$ cat config.mk
export PLATFORM = sky130hd
export DESIGN_NAME = vga_timing_controller
export DESIGN_NICKNAME = d
export VERILOG_FILES = /design/src/rtl/vga_timing_controller.sv
export SDC_FILE = /design/constraint.sdc
export NUM_CORES = 1
export LEC_CHECK = 0
export CAP_MARGIN = 20
export CORE_MARGIN = 5
export CORE_UTILIZATION = 49
export CTS_BUF_LIST = sky130_fd_sc_hd__clkbuf_4 sky130_fd_sc_hd__clkbuf_8
export CTS_CLUSTER_DIAMETER = 100
export CTS_CLUSTER_SIZE = 8
export DETAILED_ROUTE_END_ITERATION = 7
export PLACE_DENSITY_LB_ADDON = 0.08
export SYNTH_ARGS = -nofsm -noshare
export SYNTH_HDL_FRONTEND = slang
export SYNTH_SLANG_ARGS = --single-unit
export TNS_END_PERCENT = 30
$ cat constraint.sdc
create_clock -name clk -period 2.47 [get_ports clk]
set_input_delay 0.741 -clock clk [delete_from_list [all_inputs] [get_ports clk]]
set_output_delay 0.741 -clock clk [all_outputs]
set_load 0.03 [all_outputs]
$ cat src/rtl/vga_timing_controller.sv
`default_nettype none
// ============================================================================
//  Module      : vga_timing_controller
//  Description : Horizontal VGA timing generator with pixel-clock divider,
//                run/drain control and strobes for an external line counter.
//  Revision    : 1.0  initial release
// ============================================================================
module vga_timing_controller #(
    parameter int H_VISIBLE    = 640,
    parameter int H_FP         = 16,
    parameter int H_SYNC       = 96,
    parameter int H_BP         = 48,
    parameter int V_VISIBLE    = 480,
    parameter int V_SYNC_START = 490,
    parameter int V_SYNC_LEN   = 2,
    parameter int V_TOTAL      = 525,
    parameter int PIXEL_DIV    = 4
) (
    input  logic        clk,
    input  logic        reset,
    input  logic        run,
    input  logic [15:0] V_count_value,
    output logic        enable_V_counter,
    output logic [15:0] H_count_value,
    output logic        pixel_tick,
    output logic        hsync,
    output logic        vsync,
    output logic        video_on,
    output logic        frame_start,
    output logic        busy
);

    localparam int c_H_TOTAL = H_VISIBLE + H_FP + H_SYNC + H_BP;
    localparam int c_DIV_W   = (PIXEL_DIV > 1) ? $clog2(PIXEL_DIV) : 1;

    localparam logic [c_DIV_W-1:0] c_DIV_MAX = c_DIV_W'(PIXEL_DIV - 1);
    localparam logic [c_DIV_W-1:0] c_DIV_ONE = c_DIV_W'(1);

    localparam logic [15:0] c_FP_START   = 16'(H_VISIBLE);
    localparam logic [15:0] c_SYNC_START = 16'(H_VISIBLE + H_FP);
    localparam logic [15:0] c_BP_START   = 16'(H_VISIBLE + H_FP + H_SYNC);
    localparam logic [15:0] c_H_LAST     = 16'(c_H_TOTAL - 1);
    localparam logic [15:0] c_VS_START   = 16'(V_SYNC_START);
    localparam logic [15:0] c_VS_END     = 16'(V_SYNC_START + V_SYNC_LEN);
    localparam logic [15:0] c_V_VISIBLE  = 16'(V_VISIBLE);
    localparam logic [15:0] c_V_TOTAL    = 16'(V_TOTAL);
    localparam logic [15:0] c_V_LAST     = 16'(V_TOTAL - 1);

    localparam logic [1:0] c_IDLE  = 2'd0;
    localparam logic [1:0] c_RUN   = 2'd1;
    localparam logic [1:0] c_DRAIN = 2'd2;

    localparam logic [1:0] c_PH_ACTIVE = 2'd0;
    localparam logic [1:0] c_PH_FRONT  = 2'd1;
    localparam logic [1:0] c_PH_SYNC   = 2'd2;
    localparam logic [1:0] c_PH_BACK   = 2'd3;

    logic [1:0]         r_state;
    logic [1:0]         w_state_next;
    logic [c_DIV_W-1:0] r_div;
    logic [c_DIV_W-1:0] w_div_next;
    logic [15:0]        r_h;
    logic [15:0]        w_h_next;
    logic [1:0]         r_phase;
    logic [1:0]         w_phase_next;
    logic               r_start_pulse;
    logic               w_busy;
    logic               w_tick;
    logic               w_line_end;
    logic               w_eof;
    logic               w_v_in_frame;

    assign w_busy       = (r_state != c_IDLE);
    assign w_tick       = w_busy && (r_div == c_DIV_MAX);
    assign w_line_end   = w_tick && (r_h == c_H_LAST);
    assign w_eof        = w_line_end && (V_count_value == c_V_LAST);
    assign w_v_in_frame = (V_count_value < c_V_TOTAL);

    always_comb begin
        w_state_next = r_state;
        case (r_state)
            c_IDLE:  if (run) w_state_next = c_RUN;
            c_RUN:   if (!run) w_state_next = c_DRAIN;
            c_DRAIN: begin
                // A re-request during drain wins over the end-of-frame stop.
                if (run)        w_state_next = c_RUN;
                else if (w_eof) w_state_next = c_IDLE;
            end
            default: w_state_next = c_IDLE;
        endcase
    end

    always_comb begin
        w_div_next = r_div;
        w_h_next   = r_h;
        if (r_state == c_IDLE) begin
            w_div_next = '0;
            w_h_next   = '0;
        end else if (w_tick) begin
            w_div_next = '0;
            w_h_next   = (r_h == c_H_LAST) ? 16'd0 : r_h + 16'd1;
        end else begin
            w_div_next = r_div + c_DIV_ONE;
        end
    end

    // Phase follows the next count so it switches on the same edge as H.
    always_comb begin
        w_phase_next = c_PH_ACTIVE;
        if (w_h_next >= c_BP_START)        w_phase_next = c_PH_BACK;
        else if (w_h_next >= c_SYNC_START) w_phase_next = c_PH_SYNC;
        else if (w_h_next >= c_FP_START)   w_phase_next = c_PH_FRONT;
    end

    always_ff @(posedge clk or negedge reset) begin
        if (!reset) begin
            r_state       <= c_IDLE;
            r_div         <= '0;
            r_h           <= '0;
            r_phase       <= c_PH_ACTIVE;
            r_start_pulse <= 1'b0;
        end else begin
            r_state       <= w_state_next;
            r_div         <= w_div_next;
            r_h           <= w_h_next;
            r_phase       <= w_phase_next;
            r_start_pulse <= (r_state == c_IDLE) && (w_state_next == c_RUN);
        end
    end

    assign busy             = w_busy;
    assign pixel_tick       = w_tick;
    assign enable_V_counter = w_line_end;
    assign H_count_value    = r_h;
    assign hsync            = !(w_busy && (r_phase == c_PH_SYNC));
    assign vsync            = !(w_busy && w_v_in_frame &&
                                (V_count_value >= c_VS_START) &&
                                (V_count_value <  c_VS_END));
    assign video_on         = w_busy && (r_phase == c_PH_ACTIVE) && w_v_in_frame &&
                              (V_count_value < c_V_VISIBLE);
    assign frame_start      = r_start_pulse || ((r_state == c_RUN) && w_eof);

endmodule
`default_nettype wire

==> key figures, run 1 <==
Logic synthesis
  • Synthesized Nets: 181
  • Yosys warning count: 0
  • Post-synthesis async set-or-reset flop share: 1.00
  • Dominant cells by area after synthesis: dfrtp_1 (38%), xnor2_1 (6.4%), nor2_1 (5.7%), xor2_1 (3.5%), nor4_4 (2.8%)
  • Post-synth cell types: 50
  • Post-synthesis sequential area ratio: 0.383
  • Main flop type after synthesis: dfrtp_1
  • Top cell type's share of synthesized area: 0.383
  • Number of enable flip-flop cells after synthesis: 0
  • Avg Inst Size Synth: 9.39 um2
  • Synth Register Bits: 23
  • Cell taking the most area after synthesis: dfrtp_1
  • Syn Inst Count: 160
  • Post-synth design cell area: 1500 um2

Floorplan
  • Die area: 4270 um2
  • Initial Util: 0.500
  • Die H: 65.4 um
  • Ports: 42
  • Core Area: 3000 um2
  • # rows: 20
  • Die X: 65.4 um

Routing
  • WL/cell: 16.4 um
  • Post-DRT Antenna Nets: 0
  • DRT Wirelength: 4.19 mm
  • Vias/cell: 5.92
  • Vias: 1509
  • Iteration-0 DRC Markers: 109
  • DRT Pass-1 Iters: 4
  • DRC Markers: 0

STA
  • Slew HR: 0.666
  • Worst clock skew: 3.57 ps
  • Final Hold Viols: 0
  • Fin. max-slew vios: 0
  • Crit path time final: 2610 ps
  • Final setup fails: 1
  • Final worst-path cycle share: 1.06
  • RSZ-0062 raised after global routing: true
  • Worst-Margin Slew: 500 ps
  • Achievable frequency: 383 MHz
  • Setup WS post-layout: -144 ps

Worst setup path
  • Worst r2r path cells: 8
  • Worst r2r src: r_div[0]$_DFF_PN0_
  • R2R Setup Slk: 320 ps
  • Crit Path Max Fanout: 3
  • R2R Path End: r_phase[0]$_DFF_PN0_
  • Req. time, crit path: 1730 ps
  • Kind of end point of the critical path: output port
  • Setup CP Type: reg -> out
  • CP startpoint kind: flip-flop
  • Critical path arrival: 1870 ps

Clocking
  • Num CTS Buffers: 3
  • H-tree depth: 1
  • Skew-Pair Late Insertion Delay: 310 ps
  • Root Buffer: clkbuf_4
  • Clock slew at reported path FFs: 130 ps
  • Clock buffer depth: 2
  • TritonCTS clock tree: built
  • TritonCTS Sinks: 23
  • CTS hold repair buffers: 0

Placement
  • Post-place setup slack: -694 ps
  • PortBufs: 41
  • Placed Cells: 244
  • Dpl hpwl: 3.14 mm
  • Routability cong.: 0.840

Final layout
  • # fillers: 229
  • Share of layout cells above drive strength 1: 0.288
  • Post-route non-filler standard cell count: 255
  • Final nets: 244
  • Synthesis-to-finish area growth: 45.6%
  • Antenna cells: 0

Global routing
  • Total track usage: 0.207
  • Vias in the first global route: 1508
  • GRT overflow: 0
  • Global-route wire length before repair: 6.95 mm
  • Largest net degree at the start of global routing: 24
  • Initial antenna violation count: 0

Outcome
  • Status: finished with violations
  • Failing checks: setup timing

Power and ir drop
  • Cell Pwr Density: 362 nW/um2
  • Worst VDD drop: 0.259 mV
  • Leakage: 0.941 nW

Worst hold path
  • Hold path depth: 1
  • Worst hold path class: reg -> reg
  • Hold_sp: r_div[0]$_DFF_PN0_
  • Hold Crit Endpoint: r_div[0]$_DFF_PN0_

Job
  • MaxCap Viol Count: 0
[flip-flops by register name (all words and copies together), names as in the netlist]
register,cells
H_count_value,16
r_div,2
r_phase,2
r_state,2
r_start_pulse,1
[how the worst max path moves through the flow]
stage,depth (start not counted),to,slack [ps],start
after floorplan,6,frame_start,10,H_count_value[0]$_DFF_PN0_
after global placement,6,vsync,-610,V_count_value[12]
after detailed placement,6,vsync,-690,V_count_value[12]
after CTS,5,frame_start,-100,H_count_value[13]$_DFF_PN0_
after global routing,5,frame_start,-210,H_count_value[15]$_DFF_PN0_
final,5,frame_start,-140,H_count_value[15]$_DFF_PN0_
[cell usage in the layout (no fill, tap or decap), types with 6 or more instances in the layout]
cell type and instances:
xnor2_1 11, clkdlybuf4s50_1 18, nand2_1 8, nor3_1 6, nand3_1 7, nor2_1 22, dfrtp_1 18, buf_4 28
dlygate4sd2_1 9, xor2_1 6, clkdlybuf4s15_1 6
[per-stage QoR]
stage / utilization / TNS (ps) / instance area (um2) / hold slack [ps] / total power, mW
after floorplan: - / 0 / 1530 / 418 / 0.524
after global placement: 0.688 / -1380 / 2060 / 429 / 0.613
after detailed placement: 0.688 / -1520 / 2060 / 442 / 0.619
final: 0.729 / -144 / 2190 / 456 / 0.791
after CTS: 0.721 / -103 / 2170 / 460 / 0.797
after global routing: 0.729 / -338 / 2190 / 484 / 0.836
[repair_timing]
action	in CTS	in global routing
gates resized for setup	52	0
endpoints found under the hold margin	0	0
setup buffers	4	3
setup endpoints to repair	5	4
pin swaps	9	4
gates cloned	0	0
[synthesized netlist by cell type, types with 2 or more instances]
cell type / count
and4b_1: 2
xor2_1: 6
nand4_2: 2
nand2b_1: 2
dfrtp_1: 23
a41o_1: 2
nand2_1: 8
buf_2: 4
clkbuf_1: 2
nor2_1: 23
and4_1: 2
nor2b_1: 5
and2_1: 2
mux2i_1: 2
nor4b_1: 2
a21oi_1: 3
nand3_1: 7
and3_1: 3
nand4_1: 5
nor4_1: 6
nor3_1: 6
inv_1: 2
nor4_4: 2
ha_1: 2
nand4b_1: 2
xnor2_1: 11
[layer usage]
metal  part of all wire  up-vias  track usage
li1                   -      721            -
met1               0.41      724        0.253
met2               0.52       53        0.369
met3              0.050       11       0.0274
met4              0.022        0       0.0777
met5                  0        -            0
[report_power, final]
group / internal (mW) / switching [mW] / leakage, nW
combinational: 0.0915 / 0.109 / 0.617
clock: 0.0606 / 0.118 / 0.0177
sequential: 0.401 / 0.0110 / 0.306
[worst max-delay path, cell delays in order (launching register included)]
cell and delay, ps:
dfrtp_2 450, nor4bb_4 340, and4_4 290, and2_4 160
a41o_4 200, buf_6 120
[final cells by class]
type,instances,area (um2),share of cell area
multi-input combinational,127,963,0.440
inverter,2,7.51,0.00343
sequential,23,582,0.266
clock buffer,3,22.5,0.0103
clock inverter,1,5.00,0.00229
timing repair buffer,66,567,0.259
tap,33,41.3,0.0189
[cells by family after synthesis]
family                     after synthesis  synth area share
xor gates and xnor gates                17            0.0991
AOI/OAI and AO/OA                       21             0.112
muxes                                    2            0.0133
and+or+nand+nor                         85             0.344
buffers and inverters                   10            0.0316
adders and majority gates                2            0.0167
DFF                                     23             0.383
No activity file was read; power rests on OpenSTA's default activity.
==> inputs of run 2 (changes only) <==
--- a/config.mk
+++ b/config.mk
@@ -13,6 +13,7 @@
 export CTS_CLUSTER_SIZE = 8
 export DETAILED_ROUTE_END_ITERATION = 7
 export PLACE_DENSITY_LB_ADDON = 0.08
+export RECOVER_POWER = 100
 export SYNTH_ARGS = -nofsm -noshare
 export SYNTH_HDL_FRONTEND = slang
 export SYNTH_SLANG_ARGS = --single-unit
==> run 2 against run 1 <==
Against the previous run: clock-buffer cell count is the same; highest routed layer unchanged; clock skew shrank 1.9 ps; via count shrank 0.13%; first-iteration DRC count shrank 36%; flip-flop and latch count is the same; register-to-register slack lost 170 ps; the run still ends with setup timing left.
==> key figures, run 2 (same netlist as run 1, synthesis figures left out) <==
Worst hold path
  • Hold_sp: r_div[0]$_DFF_PN0_ (unchanged)
  • Hold path depth: 1 (unchanged)
  • Worst hold path class: reg -> reg (unchanged)
  • Hold Crit Endpoint: r_div[0]$_DFF_PN0_ (unchanged)

Final layout
  • # fillers: 233 (was 229)
  • Most common cell after layout, fill and taps aside: buf_4 (unchanged)
  • Share of layout cells above drive strength 1: 0.279 (was 0.288)
  • Post-route non-filler standard cell count: 255 (unchanged)
  • Commonest cells after routing, fill and taps aside: buf_4 (26), nor2_1 (22), dfrtp_1 (18), clkdlybuf4s50_1 (16), xnor2_1 (11) (was buf_4 (28), nor2_1 (22), dfrtp_1 (18), clkdlybuf4s50_1 (18), xnor2_1 (11))
  • Max FFs per register: 16 (unchanged)
  • Final nets: 244 (unchanged)
  • Synthesis-to-finish area growth: 45.1% (was 45.6%)
  • Antenna cells: 0 (unchanged)
  • Core Util, Final: 0.726 (was 0.729)

Floorplan
  • Die X: 65.4 um (unchanged)
  • Ports: 42 (unchanged)
  • Die H: 65.4 um (unchanged)
  • Die area: 4270 um2 (unchanged)
  • Initial Util: 0.500 (unchanged)
  • Core Area: 3000 um2 (unchanged)
  • # rows: 20 (unchanged)

Placement
  • Post-place setup slack: -694 ps (unchanged)
  • Dpl hpwl: 3.14 mm (unchanged)
  • Placed Cells: 244 (unchanged)
  • PortBufs: 41 (unchanged)
  • Routability cong.: 0.840 (unchanged)

Routing
  • WL/cell: 16.6 um (was 16.4 um)
  • DRC Markers: 0 (unchanged)
  • Vias: 1507 (was 1509)
  • DRT Pass-1 Iters: 5 (was 4)
  • Post-DRT Antenna Nets: 0 (unchanged)
  • Vias/cell: 5.91 (was 5.92)
  • Iteration-0 DRC Markers: 70 (was 109)
  • DRT Wirelength: 4.22 mm (was 4.19 mm)

Global routing
  • Global-route wire length before repair: 6.95 mm (unchanged)
  • Initial antenna violation count: 0 (unchanged)
  • GRT overflow: 0 (unchanged)
  • Largest net degree at the start of global routing: 24 (unchanged)
  • Vias in the first global route: 1508 (unchanged)
  • Total track usage: 0.207 (unchanged)

STA
  • Slew HR: 0.193 (was 0.666)
  • Final worst-path cycle share: 1.06 (about the same)
  • Worst-Margin Slew: 1210 ps (was 500 ps)
  • Worst clock skew: 1.64 ps (was 3.57 ps)
  • RSZ-0062 raised after global routing: true (unchanged)
  • Fin. max-slew vios: 0 (unchanged)
  • Final Hold Viols: 0 (unchanged)
  • Crit path time final: 2620 ps (was 2610 ps)
  • Hold Slack: 457 ps (was 456 ps)
  • Final setup fails: 1 (unchanged)
  • Setup WS post-layout: -148 ps (was -144 ps)
  • Achievable frequency: 382 MHz (was 383 MHz)

Clocking
  • CTS hold repair buffers: 0 (unchanged)
  • Clock buffer depth: 2 (unchanged)
  • Clock slew at reported path FFs: 130 ps (about the same)
  • Num CTS Buffers: 3 (unchanged)
  • Root Buffer: clkbuf_4 (unchanged)
  • TritonCTS clock tree: built (unchanged)
  • TritonCTS Sinks: 23 (unchanged)
  • H-tree depth: 1 (unchanged)
  • Skew-Pair Late Insertion Delay: 310 ps (about the same)

Job
  • MaxCap Viol Count: 0 (unchanged)

Worst setup path
  • Worst r2r path cells: 8 (unchanged)
  • Req. time, crit path: 1730 ps (about the same)
  • Crit-path cells: nor4bb_4 > and4_4 > and2_4 > a41o_4 > buf_6 (unchanged)
  • Kind of end point of the critical path: output port (unchanged)
  • R2R Path End: r_phase[0]$_DFF_PN0_ (unchanged)
  • Critical Path Source: H_count_value[15]$_DFF_PN0_ (unchanged)
  • Worst path max stage delay: 450 ps (about the same)
  • Setup CP Type: reg -> out (unchanged)
  • Critical path arrival: 1880 ps (was 1870 ps)
  • CP max-delay cell: dfrtp_2 (unchanged)
  • CP startpoint kind: flip-flop (unchanged)
  • Worst r2r src: r_div[0]$_DFF_PN0_ (unchanged)
  • Buf/Inv on CP: 1 (unchanged)
  • Crit Path Max Fanout: 3 (unchanged)
  • R2R Setup Slk: 150 ps (was 320 ps)
  • Critical path's top delay family: simple AND/OR/NAND/NOR gates (unchanged)

Power and ir drop
  • Cell Pwr Density: 360 nW/um2 (was 362 nW/um2)
  • Worst VDD drop: 0.259 mV (about the same)
  • Leakage: 0.934 nW (was 0.941 nW)

Outcome
  • Status: finished with violations (unchanged)
  • Failing checks: setup timing (unchanged)
-- run 2: routing by layer --
| metal | up-vias | track usage | routed length [um] |
|---|---|---|---|
| met5 | - | 0 | 0 |
| met4 | 0 | 0.0777 | 76 |
| met3 | 13 | 0.0274 | 209 |
| li1 | 721 | - | - |
| met2 | 59 | 0.369 | 2200 |
| met1 | 714 | 0.253 | 1740 |
-- run 2: worst reg2reg max path, delay by kind of cell (launching register included) --
| kind | cells | cell delay, ps |
|---|---|---|
| AO/OA/AOI/OAI | 4 | 1020 |
| AND/OR/NAND/NOR | 2 | 380 |
| flip-flops | 1 | 380 |
| adder cells (fa/ha/maj) | 1 | 200 |
| buffers and inverters | 1 | 280 |
-- run 2: worst max-delay path by stage --
stage | to | slack [ps] | cells after the start
finish | frame_start | -150 | 5
detailed placement | vsync | -690 | 6
CTS | frame_start | -100 | 5
global placement | vsync | -610 | 6
floorplan | frame_start | 10 | 6
global route | frame_start | -210 | 5
-- run 2: area by class of cell --
cell class              instances  area, um2  area share
multi-input cells             127        963       0.442
flip-flops and latches         23        582       0.267
repair buffers                 66        559       0.256
well taps                      33       41.3      0.0189
clock buffers                   3       22.5      0.0103
inverters                       2       7.51     0.00344
clock inverters                 1       5.00     0.00229
-- run 2: power by group --
| part | switching [mW] | internal (mW) |
|---|---|---|
| sequential | 0.0110 | 0.401 |
| clock | 0.117 | 0.0606 |
| combinational | 0.108 | 0.0865 |
-- run 2: per-stage QoR --
stage               instance area, um2  power, mW  TNS, ps
floorplan                         1530      0.524        0
global placement                  2060      0.613    -1380
detailed placement                2060      0.619    -1520
CTS                               2170      0.797     -103
global route                      2180      0.830     -383
finish                            2180      0.784     -148
-- run 2: timing repair --
item,CTS,global route
buffers inserted,4,3
endpoints found under the setup margin,5,4
pin swaps,9,4
resized for setup,52,0
==> inputs of run 3 (changes only) <==
--- a/config.mk
+++ b/config.mk
@@ -5,11 +5,10 @@
 export SDC_FILE = /design/constraint.sdc
 export NUM_CORES = 1
 export LEC_CHECK = 0
-export CAP_MARGIN = 20
+export CAP_MARGIN = 5
 export CORE_MARGIN = 5
 export CORE_UTILIZATION = 49
 export CTS_BUF_LIST = sky130_fd_sc_hd__clkbuf_4 sky130_fd_sc_hd__clkbuf_8
-export CTS_CLUSTER_DIAMETER = 100
 export CTS_CLUSTER_SIZE = 8
 export DETAILED_ROUTE_END_ITERATION = 7
 export PLACE_DENSITY_LB_ADDON = 0.08
==> results of run 3 <==
Same layout as run 2: the final DEF is identical, and so are final timing and power.
